### config.mk
export PLATFORM = sky130hd
export DESIGN_NAME = ahb3lite_ic_slave_port_flat
export DESIGN_NICKNAME = d
export VERILOG_FILES = /design/src/rtl/ahb3lite_ic_slave_port_if.sv /design/src/rtl/ahb3lite_ic_slave_port.sv /design/src/flat_wrapper.sv
export SDC_FILE = /design/constraint.sdc
export NUM_CORES = 1
export LEC_CHECK = 0
export CORE_AREA = 3 3 156 158
export DETAILED_ROUTE_END_ITERATION = 12
export DIE_AREA = 0 0 159 161
export HOLD_SLACK_MARGIN = 0.06
export MAX_ROUTING_LAYER = met4
export SKIP_LAST_GASP = 1
export SYNTH_ARGS = -nofsm -noshare
export SYNTH_HDL_FRONTEND = slang
export SYNTH_SLANG_ARGS = --single-unit
### constraint.sdc
create_clock -name HCLK -period 7.15 [get_ports HCLK]
set_input_delay 1.43 -clock HCLK [delete_from_list [all_inputs] [get_ports HCLK]]
set_output_delay 1.43 -clock HCLK [all_outputs]
set_load 0.02 [all_outputs]
### src/rtl/ahb3lite_ic_slave_port_if.sv
// Bus bundle between the master ports of the interconnect and one slave port.
// Carries every master's address/control/data and priority, the slave-side
// address/control/data, and the shared return path.
//   slave  modport : view taken by ahb3lite_ic_slave_port
//   master modport : view taken by the surrounding fabric / bench
interface ahb3lite_ic_slave_port_if #(
    parameter int unsigned HADDR_SIZE = 32,
    parameter int unsigned HDATA_SIZE = 32,
    parameter int unsigned MASTERS    = 3
);
    localparam int unsigned MASTER_BITS = (MASTERS == 1) ? 1 : $clog2(MASTERS);

    // master-port side
    logic [MASTERS-1:0][MASTER_BITS-1:0] mstpriority;
    logic [MASTERS-1:0]                  mstHSEL;
    logic [MASTERS-1:0][HADDR_SIZE-1:0]  mstHADDR;
    logic [MASTERS-1:0][HDATA_SIZE-1:0]  mstHWDATA;
    logic [MASTERS-1:0]                  mstHWRITE;
    logic [MASTERS-1:0][2:0]             mstHSIZE;
    logic [MASTERS-1:0][2:0]             mstHBURST;
    logic [MASTERS-1:0][3:0]             mstHPROT;
    logic [MASTERS-1:0][1:0]             mstHTRANS;
    logic [MASTERS-1:0]                  mstHMASTLOCK;
    logic [MASTERS-1:0]                  mstHREADY;
    logic [MASTERS-1:0]                  can_switch;
    logic [HDATA_SIZE-1:0]               mstHRDATA;
    logic                                mstHREADYOUT;
    logic                                mstHRESP;
    logic [MASTERS-1:0]                  granted_master;

    // slave side
    logic                                slv_HSEL;
    logic [HADDR_SIZE-1:0]               slv_HADDR;
    logic [HDATA_SIZE-1:0]               slv_HWDATA;
    logic                                slv_HWRITE;
    logic [2:0]                          slv_HSIZE;
    logic [2:0]                          slv_HBURST;
    logic [3:0]                          slv_HPROT;
    logic [1:0]                          slv_HTRANS;
    logic                                slv_HMASTLOCK;
    logic                                slv_HREADYOUT;
    logic [HDATA_SIZE-1:0]               slv_HRDATA;
    logic                                slv_HREADY;
    logic                                slv_HRESP;

    modport slave (
        input  mstpriority, mstHSEL, mstHADDR, mstHWDATA, mstHWRITE, mstHSIZE,
               mstHBURST, mstHPROT, mstHTRANS, mstHMASTLOCK, mstHREADY, can_switch,
               slv_HRDATA, slv_HREADY, slv_HRESP,
        output mstHRDATA, mstHREADYOUT, mstHRESP, granted_master,
               slv_HSEL, slv_HADDR, slv_HWDATA, slv_HWRITE, slv_HSIZE, slv_HBURST,
               slv_HPROT, slv_HTRANS, slv_HMASTLOCK, slv_HREADYOUT
    );

    modport master (
        output mstpriority, mstHSEL, mstHADDR, mstHWDATA, mstHWRITE, mstHSIZE,
               mstHBURST, mstHPROT, mstHTRANS, mstHMASTLOCK, mstHREADY, can_switch,
               slv_HRDATA, slv_HREADY, slv_HRESP,
        input  mstHRDATA, mstHREADYOUT, mstHRESP, granted_master,
               slv_HSEL, slv_HADDR, slv_HWDATA, slv_HWRITE, slv_HSIZE, slv_HBURST,
               slv_HPROT, slv_HTRANS, slv_HMASTLOCK, slv_HREADYOUT
    );
endinterface

### src/rtl/ahb3lite_ic_slave_port.sv
// Slave-side port of the AHB3-Lite multi-layer interconnect (one per slave).
// Arbitrates the master-port requests (highest priority wins, round-robin on
// ties), muxes the address-phase owner's control and the data-phase owner's
// write data onto the slave, and fans the slave response back to all masters.
//   HCLK    : clock, rising edge
//   HRESETn : synchronous active-low reset
//   bus     : ahb3lite_ic_slave_port_if.slave (all master and slave signals)
module ahb3lite_ic_slave_port #(
    parameter int unsigned HADDR_SIZE = 32,
    parameter int unsigned HDATA_SIZE = 32,
    parameter int unsigned MASTERS    = 3
) (
    input  logic                      HCLK,
    input  logic                      HRESETn,
    ahb3lite_ic_slave_port_if.slave   bus
);
    localparam int unsigned MASTER_BITS = (MASTERS == 1) ? 1 : $clog2(MASTERS);
    localparam logic [1:0]  HTRANS_IDLE = 2'b00;

    logic [MASTERS-1:0]     req;
    logic [MASTER_BITS-1:0] owner;
    logic [MASTER_BITS-1:0] owner_nxt;
    logic [MASTER_BITS-1:0] data_owner;
    logic [MASTERS-1:0]     grant_q;
    logic [MASTERS-1:0]     grant_nxt;
    logic [MASTER_BITS-1:0] winner;
    logic [MASTER_BITS-1:0] best_prio;
    logic [MASTER_BITS-1:0] cand;
    logic                   found;
    logic                   arb_ok;
    int                     cand_int;

    // A master requests when it selects this slave with a non-IDLE transfer
    always_comb begin
        req = '0;
        for (int m = 0; m < int'(MASTERS); m++) begin
            req[m] = bus.mstHSEL[m] & (bus.mstHTRANS[m] != HTRANS_IDLE);
        end
    end

    // Priority arbiter; scanning from owner+1 with strict '>' makes the first
    // max-priority requester after the owner win, i.e. round-robin on ties.
    // The owner itself is visited last so it only keeps the bus on a tie
    // when nobody after it matches.
    always_comb begin
        found     = 1'b0;
        best_prio = '0;
        winner    = owner;
        cand_int  = 0;
        cand      = '0;
        for (int i = 1; i <= int'(MASTERS); i++) begin
            cand_int = int'(owner) + i;
            if (cand_int >= int'(MASTERS)) cand_int = cand_int - int'(MASTERS);
            cand = MASTER_BITS'(cand_int);
            if (req[cand] && (!found || (bus.mstpriority[cand] > best_prio))) begin
                found     = 1'b1;
                best_prio = bus.mstpriority[cand];
                winner    = cand;
            end
        end
        // No requesters: winner stays at owner, so the grant parks
        arb_ok    = bus.slv_HREADY & (~req[owner] | bus.can_switch[owner]);
        owner_nxt = arb_ok ? winner : owner;
        grant_nxt = '0;
        grant_nxt[owner_nxt] = 1'b1;
    end

    // Address-phase and data-phase owner registers
    always_ff @(posedge HCLK) begin
        if (!HRESETn) begin
            owner      <= '0;
            grant_q    <= MASTERS'(1);
            data_owner <= '0;
        end else begin
            owner   <= owner_nxt;
            grant_q <= grant_nxt;
            if (bus.slv_HREADY) data_owner <= owner;
        end
    end

    // Slave-side mux; select and transfer type are suppressed while in reset
    assign bus.slv_HSEL      = HRESETn & bus.mstHSEL[owner] & req[owner];
    assign bus.slv_HTRANS    = (HRESETn && req[owner]) ? bus.mstHTRANS[owner] : HTRANS_IDLE;
    assign bus.slv_HADDR     = bus.mstHADDR[owner];
    assign bus.slv_HWRITE    = bus.mstHWRITE[owner];
    assign bus.slv_HSIZE     = bus.mstHSIZE[owner];
    assign bus.slv_HBURST    = bus.mstHBURST[owner];
    assign bus.slv_HPROT     = bus.mstHPROT[owner];
    assign bus.slv_HMASTLOCK = bus.mstHMASTLOCK[owner];
    assign bus.slv_HREADYOUT = bus.mstHREADY[owner];
    assign bus.slv_HWDATA    = bus.mstHWDATA[data_owner];

    // Return path, shared by all masters
    assign bus.mstHRDATA      = bus.slv_HRDATA;
    assign bus.mstHREADYOUT   = bus.slv_HREADY;
    assign bus.mstHRESP       = bus.slv_HRESP;
    assign bus.granted_master = grant_q;
endmodule

### src/flat_wrapper.sv
// flat-port wrapper written by rule: the top's interface ports become plain ports
module ahb3lite_ic_slave_port_flat 
#(
    parameter int unsigned HADDR_SIZE = 32,
    parameter int unsigned HDATA_SIZE = 32,
    parameter int unsigned MASTERS    = 3
)
  (HCLK, HRESETn, bus_mstpriority, bus_mstHSEL, bus_mstHADDR, bus_mstHWDATA, bus_mstHWRITE, bus_mstHSIZE, bus_mstHBURST, bus_mstHPROT, bus_mstHTRANS, bus_mstHMASTLOCK, bus_mstHREADY, bus_can_switch, bus_slv_HRDATA, bus_slv_HREADY, bus_slv_HRESP, bus_mstHRDATA, bus_mstHREADYOUT, bus_mstHRESP, bus_granted_master, bus_slv_HSEL, bus_slv_HADDR, bus_slv_HWDATA, bus_slv_HWRITE, bus_slv_HSIZE, bus_slv_HBURST, bus_slv_HPROT, bus_slv_HTRANS, bus_slv_HMASTLOCK, bus_slv_HREADYOUT);
  ahb3lite_ic_slave_port_if #(.HADDR_SIZE(HADDR_SIZE), .HDATA_SIZE(HDATA_SIZE), .MASTERS(MASTERS)) bus_i ();
  input  logic HCLK;
  input  logic HRESETn;
  input wire logic [$bits(bus_i.mstpriority)-1:0] bus_mstpriority;
  input wire logic [$bits(bus_i.mstHSEL)-1:0] bus_mstHSEL;
  input wire logic [$bits(bus_i.mstHADDR)-1:0] bus_mstHADDR;
  input wire logic [$bits(bus_i.mstHWDATA)-1:0] bus_mstHWDATA;
  input wire logic [$bits(bus_i.mstHWRITE)-1:0] bus_mstHWRITE;
  input wire logic [$bits(bus_i.mstHSIZE)-1:0] bus_mstHSIZE;
  input wire logic [$bits(bus_i.mstHBURST)-1:0] bus_mstHBURST;
  input wire logic [$bits(bus_i.mstHPROT)-1:0] bus_mstHPROT;
  input wire logic [$bits(bus_i.mstHTRANS)-1:0] bus_mstHTRANS;
  input wire logic [$bits(bus_i.mstHMASTLOCK)-1:0] bus_mstHMASTLOCK;
  input wire logic [$bits(bus_i.mstHREADY)-1:0] bus_mstHREADY;
  input wire logic [$bits(bus_i.can_switch)-1:0] bus_can_switch;
  input wire logic [$bits(bus_i.slv_HRDATA)-1:0] bus_slv_HRDATA;
  input wire logic [$bits(bus_i.slv_HREADY)-1:0] bus_slv_HREADY;
  input wire logic [$bits(bus_i.slv_HRESP)-1:0] bus_slv_HRESP;
  output wire logic [$bits(bus_i.mstHRDATA)-1:0] bus_mstHRDATA;
  output wire logic [$bits(bus_i.mstHREADYOUT)-1:0] bus_mstHREADYOUT;
  output wire logic [$bits(bus_i.mstHRESP)-1:0] bus_mstHRESP;
  output wire logic [$bits(bus_i.granted_master)-1:0] bus_granted_master;
  output wire logic [$bits(bus_i.slv_HSEL)-1:0] bus_slv_HSEL;
  output wire logic [$bits(bus_i.slv_HADDR)-1:0] bus_slv_HADDR;
  output wire logic [$bits(bus_i.slv_HWDATA)-1:0] bus_slv_HWDATA;
  output wire logic [$bits(bus_i.slv_HWRITE)-1:0] bus_slv_HWRITE;
  output wire logic [$bits(bus_i.slv_HSIZE)-1:0] bus_slv_HSIZE;
  output wire logic [$bits(bus_i.slv_HBURST)-1:0] bus_slv_HBURST;
  output wire logic [$bits(bus_i.slv_HPROT)-1:0] bus_slv_HPROT;
  output wire logic [$bits(bus_i.slv_HTRANS)-1:0] bus_slv_HTRANS;
  output wire logic [$bits(bus_i.slv_HMASTLOCK)-1:0] bus_slv_HMASTLOCK;
  output wire logic [$bits(bus_i.slv_HREADYOUT)-1:0] bus_slv_HREADYOUT;
  assign bus_i.mstpriority = bus_mstpriority;
  assign bus_i.mstHSEL = bus_mstHSEL;
  assign bus_i.mstHADDR = bus_mstHADDR;
  assign bus_i.mstHWDATA = bus_mstHWDATA;
  assign bus_i.mstHWRITE = bus_mstHWRITE;
  assign bus_i.mstHSIZE = bus_mstHSIZE;
  assign bus_i.mstHBURST = bus_mstHBURST;
  assign bus_i.mstHPROT = bus_mstHPROT;
  assign bus_i.mstHTRANS = bus_mstHTRANS;
  assign bus_i.mstHMASTLOCK = bus_mstHMASTLOCK;
  assign bus_i.mstHREADY = bus_mstHREADY;
  assign bus_i.can_switch = bus_can_switch;
  assign bus_i.slv_HRDATA = bus_slv_HRDATA;
  assign bus_i.slv_HREADY = bus_slv_HREADY;
  assign bus_i.slv_HRESP = bus_slv_HRESP;
  assign bus_mstHRDATA = bus_i.mstHRDATA;
  assign bus_mstHREADYOUT = bus_i.mstHREADYOUT;
  assign bus_mstHRESP = bus_i.mstHRESP;
  assign bus_granted_master = bus_i.granted_master;
  assign bus_slv_HSEL = bus_i.slv_HSEL;
  assign bus_slv_HADDR = bus_i.slv_HADDR;
  assign bus_slv_HWDATA = bus_i.slv_HWDATA;
  assign bus_slv_HWRITE = bus_i.slv_HWRITE;
  assign bus_slv_HSIZE = bus_i.slv_HSIZE;
  assign bus_slv_HBURST = bus_i.slv_HBURST;
  assign bus_slv_HPROT = bus_i.slv_HPROT;
  assign bus_slv_HTRANS = bus_i.slv_HTRANS;
  assign bus_slv_HMASTLOCK = bus_i.slv_HMASTLOCK;
  assign bus_slv_HREADYOUT = bus_i.slv_HREADYOUT;
  ahb3lite_ic_slave_port #(.HADDR_SIZE(HADDR_SIZE), .HDATA_SIZE(HDATA_SIZE), .MASTERS(MASTERS)) u_core (.HCLK(HCLK), .HRESETn(HRESETn), .bus(bus_i));
endmodule
==> results.rst <==
.. list-table::
   :header-rows: 1

   * - Metric
     - Value
   * - Post-Syn Area per Cell
     - 6.87 sq um
   * - Post-Place Setup Slack
     - 1.74 ns
   * - Setup slack after layout
     - 1.98 ns
   * - RR Endpoint
     - u_core.bus.granted_master[2]$_SDFF_PN0_
   * - Routed vias/inst
     - 4.02
   * - Class of the tightest hold or removal check
     - reg2reg
   * - Sequential Area
     - 146 sq um
   * - Crit path launch
     - bus_mstHTRANS[1]
   * - Termination of the worst setup path
     - u_core.bus.granted_master[2]$_SDFF_PN0_
   * - CTS resizes
     - 0
   * - Placeable core region
     - 23,300 sq um
   * - Violation count after the first detailed-routing iteration
     - 162
   * - Status
     - complete, no violations
   * - Slowest CP cell
     - sky130_fd_sc_hd__clkdlybuf4s50_1
   * - Post-CTS Hold Buffers
     - 0
   * - Total number of clock tree sinks
     - 7
   * - Post-route DRC violation count
     - 0
   * - Final clock skew
     - 0.00487 ns
   * - Clock transition time at the flip-flop clock pins of the worst setup and hold paths
     - 0.04 ns
   * - Nature of the critical path endpoint
     - register
   * - CTS HTree Levels
     - 1
   * - GRT Overall Usage
     - 12.2%
   * - Synth Net Count
     - 708
   * - Post-synth EDFFs
     - 0
   * - Number of hold violations in the final report
     - 0
   * - Post-layout power
     - 1.96 mW
   * - Area Growth Syn to Fin
     - 122%
   * - Horizontal extent of the die
     - 159 um
   * - Classification of the worst setup path
     - in2reg
   * - Synthesized cell area
     - 2860 sq um
   * - Post-route cell area
     - 6330 sq um
   * - Number of buffers inserted to repair setup after CTS
     - 0
   * - Cell depth of the worst setup path
     - 18
   * - Antenna diodes
     - 0
   * - Critical register-to-register path startpoint
     - u_core.owner[1]$_SDFF_PN0_
   * - Clock tree from TritonCTS
     - built
   * - Post-detail-place hpwl
     - 13,600 um
   * - Worst supply voltage drop on vdd
     - 0.000167 V
   * - Post-synthesis cell type count
     - 47
   * - Initial Util
     - 12.3%
   * - Clk Latency, worst-skew pair
     - 0.23 ns
   * - Number of max-cap violations
     - 0
   * - Reg-to-reg setup timing slack
     - 2.24 ns
   * - Maximum number of pins on one net before global-route repair
     - 61
   * - Remaining max-slew budget at the tightest pin
     - 29.9%
   * - Worst Max-Slew Pin Slew
     - 1.05 ns
   * - Final cycle utilization of the critical path
     - 72.4%
   * - CTS Root Buffer Type
     - sky130_fd_sc_hd__clkbuf_16
   * - Placed cell area
     - 6250 sq um
   * - Crit-path cells
     - clkdlybuf4s50_1 -> o21ai_2 -> o21ai_0 -> nand2_1 -> o31ai_1 -> nand2_1 -> ha_1 -> and2b_2 -> o21ai_2 -> a32oi_4 -> o21a_1 -> ha_1 -> nor2b_1 -> o21ai_0 -> o21ai_0 -> o21a_1 -> a2111oi_0 -> nor4b_1
   * - Number of flip-flops and latches in the synthesized netlist
     - 7
   * - Power density relative to cell area
     - 309 nW/um^2
   * - Die Span Y
     - 161 um
   * - Final ANT Viol Nets
     - 0
   * - Total global routing overflow
     - 0
   * - Top Family by Delay on Critical Path
     - compound AO/OA/AOI/OAI gates
   * - Proportion of netlist area held by the largest area contributor
     - 29.8%
   * - Detailed Route WL
     - 16,300 um
   * - Standby leakage power
     - 2.11 nW
   * - Via count of the routed design
     - 4,073
   * - Number of global-route vias before repair
     - 4,236
   * - Min cycle time layout
     - 5.17 ns
   * - Buffers on Ports
     - 335
   * - Number of cells on the worst reg-to-reg path
     - 16
   * - Startpoint class of the critical path
     - input port
   * - Crit-path most repeated cell
     - sky130_fd_sc_hd__o21ai_0
   * - Proportion of layout cells with a drive suffix above 1
     - 5.48%
   * - Fin. max-slew vios
     - 0
   * - Peak clock frequency supported by timing
     - 193 MHz
   * - Top-level port count
     - 402
   * - Final weighted congestion in routability-driven placement
     - 0.843
   * - Setup_tns
     - 0 ns
   * - Yosys warns
     - 0
   * - Std-Cell Rows
     - 56
   * - Layout fillers
     - 2,577
   * - Final setup violation count
     - 0
   * - WL per Instance
     - 16.0 um
   * - Clock buffer count from CTS
     - 3
   * - Top area cells in the synthesized netlist
     - sky130_fd_sc_hd__mux2i_1 30%, sky130_fd_sc_hd__o21ai_0 15%, sky130_fd_sc_hd__nand2_1 12%
   * - Cell count after synthesis
     - 416
   * - Main flop type after synthesis
     - sky130_fd_sc_hd__dfxtp_1
   * - Detailed Routing Iterations Pass 1
     - 4
   * - Worst-path fanout max
     - 8
   * - Sum of buffers and inverters on the critical path
     - 1
   * - Setup repair after global routing missed its margin
     - false
   * - Multi-input gate area in the final layout
     - 2300 sq um
   * - Post-synthesis cell type with the largest combined area
     - sky130_fd_sc_hd__mux2i_1
   * - Die footprint
     - 25,600 sq um
   * - Max Root-Sink Buffers
     - 2
   * - Critical Path RT
     - 7.24 ns
   * - Sequential element share of the synthesized area
     - 4.90%
   * - Maximum cell stage delay along the critical path
     - 0.52 ns
   * - Number of nets in the finished design
     - 987
   * - Arrival time reported for the critical path endpoint
     - 5.27 ns
   * - Number of antenna violations at the first check in global routing
     - 0
   * - First-pass GRT wire length
     - 24,300 um
   * - Post-synth ARST share
     - 0%
-- worst reg2reg max path, cell delays in order, from the launching register on --
cell and delay [ns]:
sky130_fd_sc_hd__dfxtp_4 0.33, sky130_fd_sc_hd__buf_4 0.67, sky130_fd_sc_hd__ha_1 0.58, sky130_fd_sc_hd__mux2_2 0.38
sky130_fd_sc_hd__a22o_1 0.20, sky130_fd_sc_hd__ha_1 0.31, sky130_fd_sc_hd__and2b_2 0.21, sky130_fd_sc_hd__o21ai_2 0.16
sky130_fd_sc_hd__a32oi_4 0.19, sky130_fd_sc_hd__o21a_1 0.23, sky130_fd_sc_hd__ha_1 0.28, sky130_fd_sc_hd__nor2b_1 0.13
sky130_fd_sc_hd__o21ai_0 0.13, sky130_fd_sc_hd__o21ai_0 0.15, sky130_fd_sc_hd__o21a_1 0.21, sky130_fd_sc_hd__a2111oi_0 0.49
sky130_fd_sc_hd__nor4b_1 0.11
-- through the flow --
stage	hold slack (ns)	instances	utilization, %
after floorplan	0.536	416	-
after global placement	0.756	1009	26.9
after detailed placement	0.761	1009	26.9
after CTS	0.768	1013	27.2
after global routing	0.825	1013	27.2
final	0.753	1013	27.2
-- state kept, by name (all words and copies together) (netlist names) --
name and flops:
u_core.bus.granted_master 3, u_core.data_owner 2, u_core.owner 2
-- metal layers --
metal / global-route usage [%] / vias up / share of wire (%)
li1: - / 1999 / -
met1: 14.1 / 1813 / 41
met2: 21.2 / 239 / 48
met3: 3.90 / 22 / 8.9
met4: 1.71 / 0 / 1.3
met5: - / - / 0
-- power by group --
group          leakage (nW)  switching [mW]  internal (mW)  total [mW]
Sequential           0.0589          0.0218         0.0554      0.0773
Clock                0.0409          0.0214         0.0734      0.0948
Combinational          2.01           0.946          0.839        1.78
-- placed cells by master (no fill, tap or decap), types with 3 or more instances in the layout --
master	Yosys	routed
sky130_fd_sc_hd__ha_1	7	7
sky130_fd_sc_hd__o21ai_0	84	84
sky130_fd_sc_hd__inv_1	4	4
sky130_fd_sc_hd__nand2_1	91	91
sky130_fd_sc_hd__clkdlybuf4s50_1	0	335
sky130_fd_sc_hd__dfxtp_1	7	4
sky130_fd_sc_hd__clkbuf_16	0	3
sky130_fd_sc_hd__o21ai_2	4	4
sky130_fd_sc_hd__buf_4	34	5
sky130_fd_sc_hd__mux2_2	6	6
sky130_fd_sc_hd__a22o_1	3	3
sky130_fd_sc_hd__a22oi_1	3	3
sky130_fd_sc_hd__o21a_1	6	6
sky130_fd_sc_hd__nor2_1	11	10
sky130_fd_sc_hd__mux2i_1	85	85
-- cell families after synthesis --
group | after synthesis | synth area share [%]
DFF | 7 | 4.90
AOI/OAI and AO/OA | 122 | 26.8
muxes | 93 | 33.2
buffers and inverters | 70 | 14.9
and+or+nand+nor | 117 | 17.2
adders and majority gates | 7 | 3.06
-- area by class of cell --
class / count / share of cell area [%]
timing repair buffer: 340 / 53.5
inverter: 4 / 0.237
multi-input combinational: 339 / 36.3
clock inverter: 1 / 0.0790
tap: 319 / 6.30
sequential: 7 / 2.31
clock buffer: 3 / 1.19
-- how the worst min path moves through the flow --
stage	from	endpoint	slack [ns]	depth (start not counted)
after detailed placement	u_core.data_owner[0]$_SDFFE_PN0P_	u_core.data_owner[0]$_SDFFE_PN0P_	0.76	3
after floorplan	u_core.data_owner[0]$_SDFFE_PN0P_	u_core.data_owner[0]$_SDFFE_PN0P_	0.54	2
after global routing	u_core.data_owner[0]$_SDFFE_PN0P_	u_core.data_owner[0]$_SDFFE_PN0P_	0.82	3
after global placement	u_core.data_owner[0]$_SDFFE_PN0P_	u_core.data_owner[0]$_SDFFE_PN0P_	0.76	3
after CTS	u_core.data_owner[0]$_SDFFE_PN0P_	u_core.data_owner[0]$_SDFFE_PN0P_	0.77	3
final	u_core.data_owner[0]$_SDFFE_PN0P_	u_core.data_owner[0]$_SDFFE_PN0P_	0.75	3
-- synthesized netlist by cell type, types with 2 or more instances --
cell / n
sky130_fd_sc_hd__nand2_1: 91
sky130_fd_sc_hd__mux2i_1: 85
sky130_fd_sc_hd__o21ai_0: 84
sky130_fd_sc_hd__buf_4: 34
sky130_fd_sc_hd__clkbuf_1: 22
sky130_fd_sc_hd__nor2_1: 11
sky130_fd_sc_hd__dfxtp_1: 7
sky130_fd_sc_hd__ha_1: 7
sky130_fd_sc_hd__mux2_2: 6
sky130_fd_sc_hd__o21a_1: 6
sky130_fd_sc_hd__buf_2: 4
sky130_fd_sc_hd__inv_1: 4
sky130_fd_sc_hd__o21ai_2: 4
sky130_fd_sc_hd__a22o_1: 3
sky130_fd_sc_hd__a22oi_1: 3
sky130_fd_sc_hd__buf_1: 3
sky130_fd_sc_hd__clkbuf_8: 3
sky130_fd_sc_hd__a21oi_1: 2
sky130_fd_sc_hd__and2_1: 2
sky130_fd_sc_hd__and2b_2: 2
sky130_fd_sc_hd__and3_1: 2
sky130_fd_sc_hd__mux2_4: 2
sky130_fd_sc_hd__nor2b_1: 2
sky130_fd_sc_hd__o211ai_1: 2
sky130_fd_sc_hd__o22ai_1: 2
sky130_fd_sc_hd__o31ai_1: 2
(Power assumes the default switching activity.)
